==> src/rtl/asym_ram_seq_pkg.sv <==
// Shared types and default geometry for the asymmetric buffer-RAM sequencer.
// Default geometry is a 32-bit write port and a 512-bit read port (16 narrow words per wide word).
package asym_ram_seq_pkg;

  localparam int DATAWIDTHA_DEF = 32;
  localparam int RATIO          = 16;
  localparam int LOG2RATIO      = $clog2(RATIO);
  localparam int DATAWIDTHB_DEF = DATAWIDTHA_DEF * RATIO;
  localparam int ADDRWIDTHB_DEF = 10;
  localparam int ADDRWIDTHA_DEF = ADDRWIDTHB_DEF + LOG2RATIO;

  typedef enum logic [1:0] {
    ST_IDLE = 2'd0,
    ST_LOAD = 2'd1,
    ST_PLAY = 2'd2
  } seq_state_e;

endpackage

==> src/rtl/asym_ram_seq_ctrl.sv <==
// Load/play sequencer for a narrow-write / wide-read simple-dual-port RAM.
// Port A is filled from a valid/ready stream; port B is swept in passes, optionally looping.
module asym_ram_seq_ctrl
  import asym_ram_seq_pkg::*;
#(
  parameter int DATAWIDTHA = DATAWIDTHA_DEF,
  parameter int ADDRWIDTHA = ADDRWIDTHA_DEF,
  parameter int DATAWIDTHB = DATAWIDTHB_DEF,
  parameter int ADDRWIDTHB = ADDRWIDTHB_DEF
) (
  input  logic                  clk,
  input  logic                  rstn,
  input  logic                  load_start,
  input  logic [DATAWIDTHA-1:0] wr_data,
  input  logic                  wr_valid,
  input  logic                  wr_last,
  output logic                  wr_ready,
  input  logic                  play_start,
  input  logic [ADDRWIDTHB-1:0] play_len,
  input  logic                  play_loop,
  input  logic                  play_stop,
  output logic                  ram_enaA,
  output logic                  ram_weA,
  output logic [ADDRWIDTHA-1:0] ram_addrA,
  output logic [DATAWIDTHA-1:0] ram_diA,
  output logic                  ram_enaB,
  output logic [ADDRWIDTHB-1:0] ram_addrB,
  input  logic [DATAWIDTHB-1:0] ram_doB,
  output logic [DATAWIDTHB-1:0] dout,
  output logic                  dout_valid,
  output logic                  busy,
  output logic                  done
);

  localparam logic [ADDRWIDTHA-1:0] WPTR_ONE = ADDRWIDTHA'(1);
  localparam logic [ADDRWIDTHB-1:0] RPTR_ONE = ADDRWIDTHB'(1);

  seq_state_e            state_q, state_d;
  logic [ADDRWIDTHA-1:0] wptr_q, wptr_d;
  logic [ADDRWIDTHB-1:0] rptr_q, rptr_d;
  logic [ADDRWIDTHB-1:0] len_q, len_d;
  logic                  loop_q, loop_d;
  logic                  vld_p1_q, vld_p1_d;
  logic                  pdone_p1_q, pdone_p1_d;

  logic                  accept;
  logic                  load_end;
  logic                  issue;
  logic                  pass_end;
  logic [ADDRWIDTHB-1:0] last_addr;

  // len_q = 0 encodes a full 2^ADDRWIDTHB pass: 0 - 1 wraps to the last address.
  assign last_addr = len_q - RPTR_ONE;

  assign wr_ready = (state_q == ST_LOAD);
  assign accept   = wr_ready & wr_valid;
  assign load_end = accept & (wr_last | (wptr_q == '1));
  assign issue    = (state_q == ST_PLAY) & ~play_stop;
  assign pass_end = issue & (rptr_q == last_addr);

  assign ram_enaA  = accept;
  assign ram_weA   = accept;
  assign ram_addrA = wptr_q;
  assign ram_diA   = accept ? wr_data : '0;
  assign ram_enaB  = issue;
  assign ram_addrB = rptr_q;

  // dout is forced to zero between valid beats so the block presents all-zero outputs out of reset.
  assign dout       = vld_p1_q ? ram_doB : '0;
  assign dout_valid = vld_p1_q;
  assign busy       = (state_q != ST_IDLE);
  assign done       = load_end | pdone_p1_q;

  always_comb begin
    state_d    = state_q;
    wptr_d     = wptr_q;
    rptr_d     = rptr_q;
    len_d      = len_q;
    loop_d     = loop_q;
    vld_p1_d   = issue;
    pdone_p1_d = 1'b0;
    unique case (state_q)
      ST_IDLE: begin
        if (load_start) begin
          state_d = ST_LOAD;
          wptr_d  = '0;
        end else if (play_start) begin
          state_d = ST_PLAY;
          rptr_d  = '0;
          len_d   = play_len;
          loop_d  = play_loop;
        end
      end
      ST_LOAD: begin
        if (load_end) begin
          state_d = ST_IDLE;
          wptr_d  = '0;
        end else if (accept) begin
          wptr_d = wptr_q + WPTR_ONE;
        end
      end
      ST_PLAY: begin
        if (play_stop) begin
          state_d = ST_IDLE;
          rptr_d  = '0;
        end else if (pass_end) begin
          rptr_d = '0;
          if (!loop_q) begin
            state_d    = ST_IDLE;
            pdone_p1_d = 1'b1;
          end
        end else begin
          rptr_d = rptr_q + RPTR_ONE;
        end
      end
      default: state_d = ST_IDLE;
    endcase
  end

  // ---- registered state, pointers and the one-cycle read-latency stage ----
  always_ff @(posedge clk) begin
    if (!rstn) begin
      state_q    <= ST_IDLE;
      wptr_q     <= '0;
      rptr_q     <= '0;
      len_q      <= '0;
      loop_q     <= 1'b0;
      vld_p1_q   <= 1'b0;
      pdone_p1_q <= 1'b0;
    end else begin
      state_q    <= state_d;
      wptr_q     <= wptr_d;
      rptr_q     <= rptr_d;
      len_q      <= len_d;
      loop_q     <= loop_d;
      vld_p1_q   <= vld_p1_d;
      pdone_p1_q <= pdone_p1_d;
    end
  end

endmodule

==> config.mk <==
export PLATFORM = sky130hd
export DESIGN_NAME = asym_ram_seq_ctrl
export DESIGN_NICKNAME = d
export VERILOG_FILES = /design/src/rtl/asym_ram_seq_pkg.sv /design/src/rtl/asym_ram_seq_ctrl.sv
export SDC_FILE = /design/constraint.sdc
export NUM_CORES = 1
export LEC_CHECK = 0
export ABC_AREA = 0
export BUFFER_PORTS_ARGS = -buffer_cell sky130_fd_sc_hd__buf_2
export CORE_AREA = 2 2 440 442
export DETAILED_ROUTE_END_ITERATION = 10
export DIE_AREA = 0 0 442 444
export PLACE_DENSITY = 0.3
export SYNTH_ARGS = -nofsm -noshare
export SYNTH_HDL_FRONTEND = slang
export SYNTH_SLANG_ARGS = --single-unit
export TNS_END_PERCENT = 5
==> constraint.sdc <==
create_clock -name clk -period 2.05 [get_ports clk]
set_input_delay 0 -clock clk [delete_from_list [all_inputs] [get_ports clk]]
set_output_delay 0 -clock clk [all_outputs]
set_load 0.01 [all_outputs]
==> impl_metrics.py, run 1 <==
metrics = {
    "die": {
        "ios": 1137,
        "design.core.area_mm2": 0.192,
        "rows": 161,
        "start_util_pct": 3.01,
        "die_w_um": 442,
        "die_area_mm2": 0.196,
        "die_h_um": 444,
    },
    "synth": {
        "yosys_warnings": 0,
        "ys_seq_area_share_pct": 13.5,
        "synth_area_per_cell_um2": 6.74,
        "synth_enable_flop_cells": 0,
        "ys_seq_elements": 39,
        "synth_top_area_share_pct": 55.6,
        "synth_ff_type": "dfxtp_1",
        "synth_area_leaders": "and2_1, dfxtp_1, clkbuf_1",
        "syn-instance-count": 857,
        "async_flop_share_pct": 0,
        "syn-num-nets": 1422,
        "synth_area_mm2": 0.00577,
        "synth.distinct_cells": 47,
        "yosysTopAreaCell": "and2_1",
    },
    "global_route": {
        "grt_pass1_wl_mm": 193,
        "antenna_found_initial": 390,
        "grt_pass1_vias": 11100,
        "grt_usage_pct": 16.3,
        "grt_overflow": 0,
        "grt_max_degree": 134,
    },
    "sta": {
        "slew-limit-headroom_pct": 57.0,
        "worst_slack_ns": 0.125,
        "tightest_slew_ns": 0.645,
        "setup_viol": 0,
        "fmax_mhz": 520,
        "rsz0062_at_grt": "false",
        "clock_skew_ns": 0.00775,
        "maxSlewViolCount": 0,
        "hold_viol": 0,
        "finalCriticalPeriod_ns": 1.92,
        "post-route-period-util_pct": 93.9,
    },
    "clock_network": {
        "cts_root_buf": "clkbuf_16",
        "clkSlewWorstSetupHoldPaths_ns": 0.07,
        "cts.sinks": 39,
        "clk_latency_ns": 0.30,
        "numCtsBuffers": 5,
        "htreeDepth": 2,
        "clockBufferDepth": 2,
        "cts_tree": "built",
    },
    "route": {
        "vias": 12500,
        "drt_wl_total_mm": 168,
        "vias_per_cell": 2.70,
        "wire_per_inst_um": 36.2,
        "dr.pass1.iters": 5,
        "drt_iter0_drc": 861,
        "drc": 0,
        "ant_nets": 0,
    },
    "setup_path": {
        "path_max_fanout": 12,
        "critPathLaunchType": "register",
        "worstSetupEndpointType": "register",
        "critPathArrivalTime_ns": 2.07,
        "worstPathRequired_ns": 2.20,
        "rr_worst_depth": 8,
        "crit_type": "reg2reg",
    },
    "min_path": {
        "hold_class": "in2reg",
        "min_path_cells": 3,
    },
    "finish": {
        "final_cells": 4632,
        "nets": 2544,
        "stdcell_area_mm2": 0.0154,
        "seqCellArea_um2": 787,
        "area_growth_syn_to_layout_pct": 166,
        "fillerInstances": 22800,
        "drive_above_1_share_pct": 61.0,
        "multi_input_area_mm2": 0.00470,
        "utilization_pct": 8.02,
    },
    "placement": {
        "port_buffers": 1136,
        "post-place-ws_ns": 0.0121,
        "postPlaceCellArea_mm2": 0.0147,
        "place_inst": 4486,
        "dp_hpwl_mm": 160,
        "place_congestion": 0.883,
    },
    "power_and_ir_drop": {
        "p_leak_nw": 8.26,
        "p_total_w": 0.00331,
        "p_per_area_mw_per_mm2": 215,
        "max-vdd-ir-drop_v": 0.000390,
    },
    "status": {
        "status": "complete, no violations",
    },
    "job": {
        "cap_violations": 0,
    },
}
final cells by class:
| cell class | instances | share of cell area (%) |
|---|---|---|
| clock inverters | 3 | 0.309 |
| well taps | 2526 | 20.6 |
| clock buffers | 5 | 0.814 |
| flip-flops and latches | 39 | 5.12 |
| multi-input cells | 738 | 30.6 |
| inverters | 6 | 0.147 |
| repair buffers | 1189 | 40.4 |
| diodes | 126 | 2.05 |
synthesized netlist by cell type, types with 4 or more instances:
| cell | number |
|---|---|
| a21oi_1 | 13 |
| nand2_1 | 36 |
| o21ai_0 | 4 |
| nor3_1 | 5 |
| clkbuf_1 | 66 |
| nand4_1 | 5 |
| nor2b_1 | 4 |
| nand3_1 | 10 |
| a221oi_1 | 7 |
| and4_1 | 5 |
| and2_1 | 513 |
| and3_1 | 36 |
| inv_1 | 6 |
| dfxtp_1 | 39 |
| buf_2 | 6 |
| xor2_1 | 19 |
| nor2_1 | 26 |
| xnor2_1 | 16 |
sequential cells by signal, summed over array words and instances, names as in the netlist:
| signal | flops |
|---|---|
| ram_addrA | 14 |
| len_q | 10 |
| ram_addrB | 10 |
| state_q | 2 |
| dout_valid | 1 |
| loop_q | 1 |
| pdone_p1_q | 1 |
logic make-up (layout without fill, tap and decap cells):
| kind of cell | after synthesis | after routing | share of synthesized area (%) |
|---|---|---|---|
| AO/OA/AOI/OAI | 44 | 44 | 5.96 |
| XOR/XNOR | 35 | 35 | 5.31 |
| adder cells (fa/ha/maj) | 3 | 3 | 0.650 |
| buffers and inverters | 80 | 1203 | 5.53 |
| flip-flops | 39 | 39 | 13.5 |
| multiplexers | 1 | 1 | 0.173 |
| other | 0 | 126 | 0 |
| AND/OR/NAND/NOR | 655 | 655 | 68.9 |
layer usage:
metal,global-route usage (%),wire [um],vias up,share of wire (%)
met5,0,1510,-,0.90
met4,1.18,2260,224,1.3
met2,28.1,79800,1195,48
li1,-,-,5142,-
met3,12.5,29100,397,17
met1,16.1,55000,5543,33
metrics by stage:
| step | TNS [ns] | hold WS, ns |
|---|---|---|
| 4_1_cts | 0 | 0.00749 |
| 3_3_place_gp | -0.0763 | 0.266 |
| 2_1_floorplan | 0 | 0.0693 |
| 5_1_grt | 0 | 0.0193 |
| 6_report | 0 | 0.0122 |
| 3_5_place_dp | 0 | 0.263 |
final timing paths:
check | startpoint | to | slack, ns
hold reg to reg | loop_q | loop_q | 0.47
setup reg to reg | len_q[0] | state_q[1] | 0.13
setup / recovery | len_q[0] | state_q[1] | 0.13
hold / removal | play_len[8] | len_q[8] | 0.01
placed cells by master, fill, tap and decap left out, types with 7 or more instances in the layout:
| cell type | n |
|---|---|
| a21oi_1 | 13 |
| and2_1 | 512 |
| and3_1 | 36 |
| buf_12 | 7 |
| buf_2 | 1135 |
| buf_4 | 35 |
| dfxtp_1 | 36 |
| diode_2 | 126 |
| dlygate4sd3_1 | 10 |
| nand2_1 | 36 |
| nand3_1 | 10 |
| nor2_1 | 25 |
| xnor2_1 | 16 |
| xor2_1 | 19 |
power by group:
group          switching [W]  internal [W]  total, W
combinational       0.000806      0.000703   0.00151
sequential         0.0000311      0.000782  0.000813
clock               0.000401      0.000583  0.000984
worst max-delay path: stages, from the launching register on:
cell and delay, ns:
dfxtp_1 0.31, inv_1 0.09, ha_4 0.16, or3b_1 0.39, nor2_1 0.10, a32oi_1 0.09
nor4_4 0.31, buf_12 0.19, a41oi_1 0.10
timing repair:
| action | CTS | global route |
|---|---|---|
| resized for setup | 2 | 9 |
| hold buffers | 10 | 0 |
| setup buffers | 0 | 2 |
| setup endpoints to repair | 1 | 16 |
| pin swaps | 0 | 2 |
| hold endpoints to repair | 10 | 0 |
Note: power is estimated with default switching activity, not from simulation.
==> run 2: changes to the inputs <==
Settings changed: ABC_AREA 0 to 1, CORE_AREA 2 2 440 442 to 2 2 441 443, DIE_AREA 0 0 442 444 to 0 0 443 445, GPL_ROUTABILITY_DRIVEN set to 0.
==> impl_metrics.py, run 2 <==
metrics = {
    "status": {
        "status": "complete, no violations",
    },
    "sta": {
        "clock_skew_ns": 0.00900,
        "slew-limit-headroom_pct": 56.0,
        "tightest_slew_ns": 0.660,
        "hold_viol": 0,
        "final.setup.tns_ns": 0,
        "maxSlewViolCount": 0,
        "finalCriticalPeriod_ns": 1.88,
        "post-route-period-util_pct": 91.8,
        "setup_viol": 0,
        "fmax_mhz": 531,
        "rsz0062_at_grt": "false",
    },
    "setup_path": {
        "critPathLaunchType": "register",
        "worstPathRequired_ns": 2.05,
        "rr_worst_depth": 11,
        "critPathArrivalTime_ns": 1.88,
        "crit_type": "reg2out",
        "path_max_fanout": 4,
        "worstSetupEndpointType": "output pin",
    },
    "power_and_ir_drop": {
        "p_per_area_mw_per_mm2": 199,
        "p_total_w": 0.00310,
        "p_leak_nw": 12.1,
        "max-vdd-ir-drop_v": 0.000305,
    },
    "synth": {
        "synth.distinct_cells": 36,
        "ys_seq_area_share_pct": 12.2,
        "synth_ff_type": "dfxtp_1",
        "synth_enable_flop_cells": 0,
        "async_flop_share_pct": 0,
        "synth_mux_area_share_pct": 0.156,
        "syn-num-nets": 2019,
        "synth_fa_ha_area_share_pct": 0.585,
        "synthTopCellsByCount": "inv_1, nand2_1, nor2_1",
        "synth_top_area_share_pct": 34.2,
        "synth_area_per_cell_um2": 4.41,
        "yosysTopAreaCell": "inv_1",
        "synth_top_family_by_area": "simple AND/OR/NAND/NOR gates",
        "yosys.cell_count.top_type": "inv_1",
        "synth_area_leaders": "inv_1, nand2_1, dfxtp_1",
        "synthSimpleGateAreaFrac_pct": 41.8,
        "ys_seq_elements": 39,
        "synth_xor_area_share_pct": 2.87,
        "syn-instance-count": 1454,
        "synth_compound_area_share_pct": 3.78,
        "synth_area_mm2": 0.00642,
        "yosys_warnings": 0,
    },
    "route": {
        "drc": 0,
        "drt_wl_total_mm": 156,
        "wire_per_inst_um": 30.2,
        "vias": 14000,
        "vias_per_cell": 2.72,
        "drt_iter0_drc": 889,
        "ant_nets": 0,
        "dr.pass1.iters": 7,
    },
    "die": {
        "design.core.area_mm2": 0.192,
        "rows": 161,
        "die_w_um": 443,
        "die_area_mm2": 0.197,
        "start_util_pct": 3.34,
        "die_h_um": 445,
        "ios": 1137,
    },
    "clock_network": {
        "htreeDepth": 2,
        "cts_root_buf": "clkbuf_16",
        "clkSlewWorstSetupHoldPaths_ns": 0.06,
        "clk_latency_ns": 0.29,
        "numCtsBuffers": 5,
        "cts.sinks": 39,
        "cts_tree": "built",
        "post_cts_buffers": 0,
        "clockBufferDepth": 2,
    },
    "global_route": {
        "grt_pass1_wl_mm": 183,
        "grt_pass1_vias": 13000,
        "antenna_found_initial": 381,
        "grt_max_degree": 110,
        "grt_overflow": 0,
        "grt_usage_pct": 15.1,
    },
    "placement": {
        "dp_hpwl_mm": 149,
        "port_buffers": 1136,
    },
    "min_path": {
        "hold_class": "in2reg",
        "min_path_cells": 3,
    },
    "finish": {
        "drive_above_1_share_pct": 46.4,
        "final_common_cell": "buf_2",
        "nets": 3114,
        "largest_register_ffs": 14,
        "area_growth_syn_to_layout_pct": 143,
        "fillerInstances": 23100,
        "final_cell_mix": "buf_2, inv_1, nand2_1",
    },
    "job": {
        "cap_violations": 0,
    },
}
==> run 2: changes by cell type in the layout (fill, tap and decap cells not counted), sizes merged, moves of 9 or more <==
cell | before | now
diode | 126 | 90
dlygate4sd3 | 10 | 1
inv | 7 | 591
o21ai | 5 | 22
nand2 | 36 | 574
buf | 1179 | 1152
and2 | 513 | 0
nor2 | 26 | 87
and3 | 36 | 0
==> run 2: path summary, 6_finish.rpt <==
path,from,endpoint,slack (ns)
worst max-delay path,ram_addrA[1],done,0.17
worst min-delay path,play_len[9],len_q[9],0.02
worst max register to register,len_q[0],ram_addrB[7],0.23
worst min register to register,len_q[9],len_q[9],0.48
==> run 2: repair_timing <==
item / CTS / global route
gates resized for setup: 0 / 3
endpoints found under the hold margin: 1 / 0
setup endpoints to repair: 0 / 10
hold buffers: 1 / 0
==> run 2: area by class of cell <==
class / instances / area (um2) / area share (%)
Timing Repair Buffer: 1154 / 5900 / 37.8
Multi-Input combinational cell: 758 / 3160 / 20.3
Tap cell: 2526 / 3160 / 20.2
Inverter: 591 / 2220 / 14.2
Sequential cell: 39 / 785 / 5.03
Antenna cell: 90 / 225 / 1.44
Clock buffer: 7 / 153 / 0.978
Clock inverter: 1 / 7.51 / 0.0481
==> run 2: metal layers <==
layer | GRT usage (%) | vias up | part of all wire (%)
li1 | - | 6131 | -
met1 | 14.4 | 6184 | 32
met2 | 24.9 | 1010 | 46
met3 | 13.5 | 417 | 20
met4 | 1.41 | 302 | 1.5
met5 | 0 | - | 1.2
==> run 2: cells by family after synthesis <==
group                      after synthesis
AOI/OAI and AO/OA                       43
buffers and inverters                  657
and+or+nand+nor                        690
xor gates and xnor gates                21
muxes                                    1
DFF                                     39
adders and majority gates                3
==> run 2: critical path: stages, from the launching register on <==
cell and delay, ns:
dfxtp_1 0.37, ha_2 0.22, nand3_1 0.08, nor3_1 0.15, nand4_1 0.14, a21oi_1 0.21, or2_2 0.19, clkbuf_4 0.22
==> run 2: stage by stage <==
step / hold WS [ns] / instance area, um2 / util [%] / setup slack [ns] / std cells
6_report: 0.0162 / 15600 / 8.13 / 0.168 / 5166
5_1_grt: 0.0378 / 15500 / 8.06 / 0.0173 / 5113
4_1_cts: 0.0120 / 15400 / 8.01 / 0.0331 / 5076
3_5_place_dp: 0.248 / 15200 / 7.92 / 0.183 / 5067
3_3_place_gp: 0.260 / 15200 / 7.92 / 0.171 / 5067
2_1_floorplan: 0.0871 / 6420 / - / 0.436 / 1454
==> run 2: power by group <==
group          internal (W)  switching (W)
Combinational      0.000615       0.000812
Sequential         0.000787      0.0000311
Clock              0.000518       0.000338
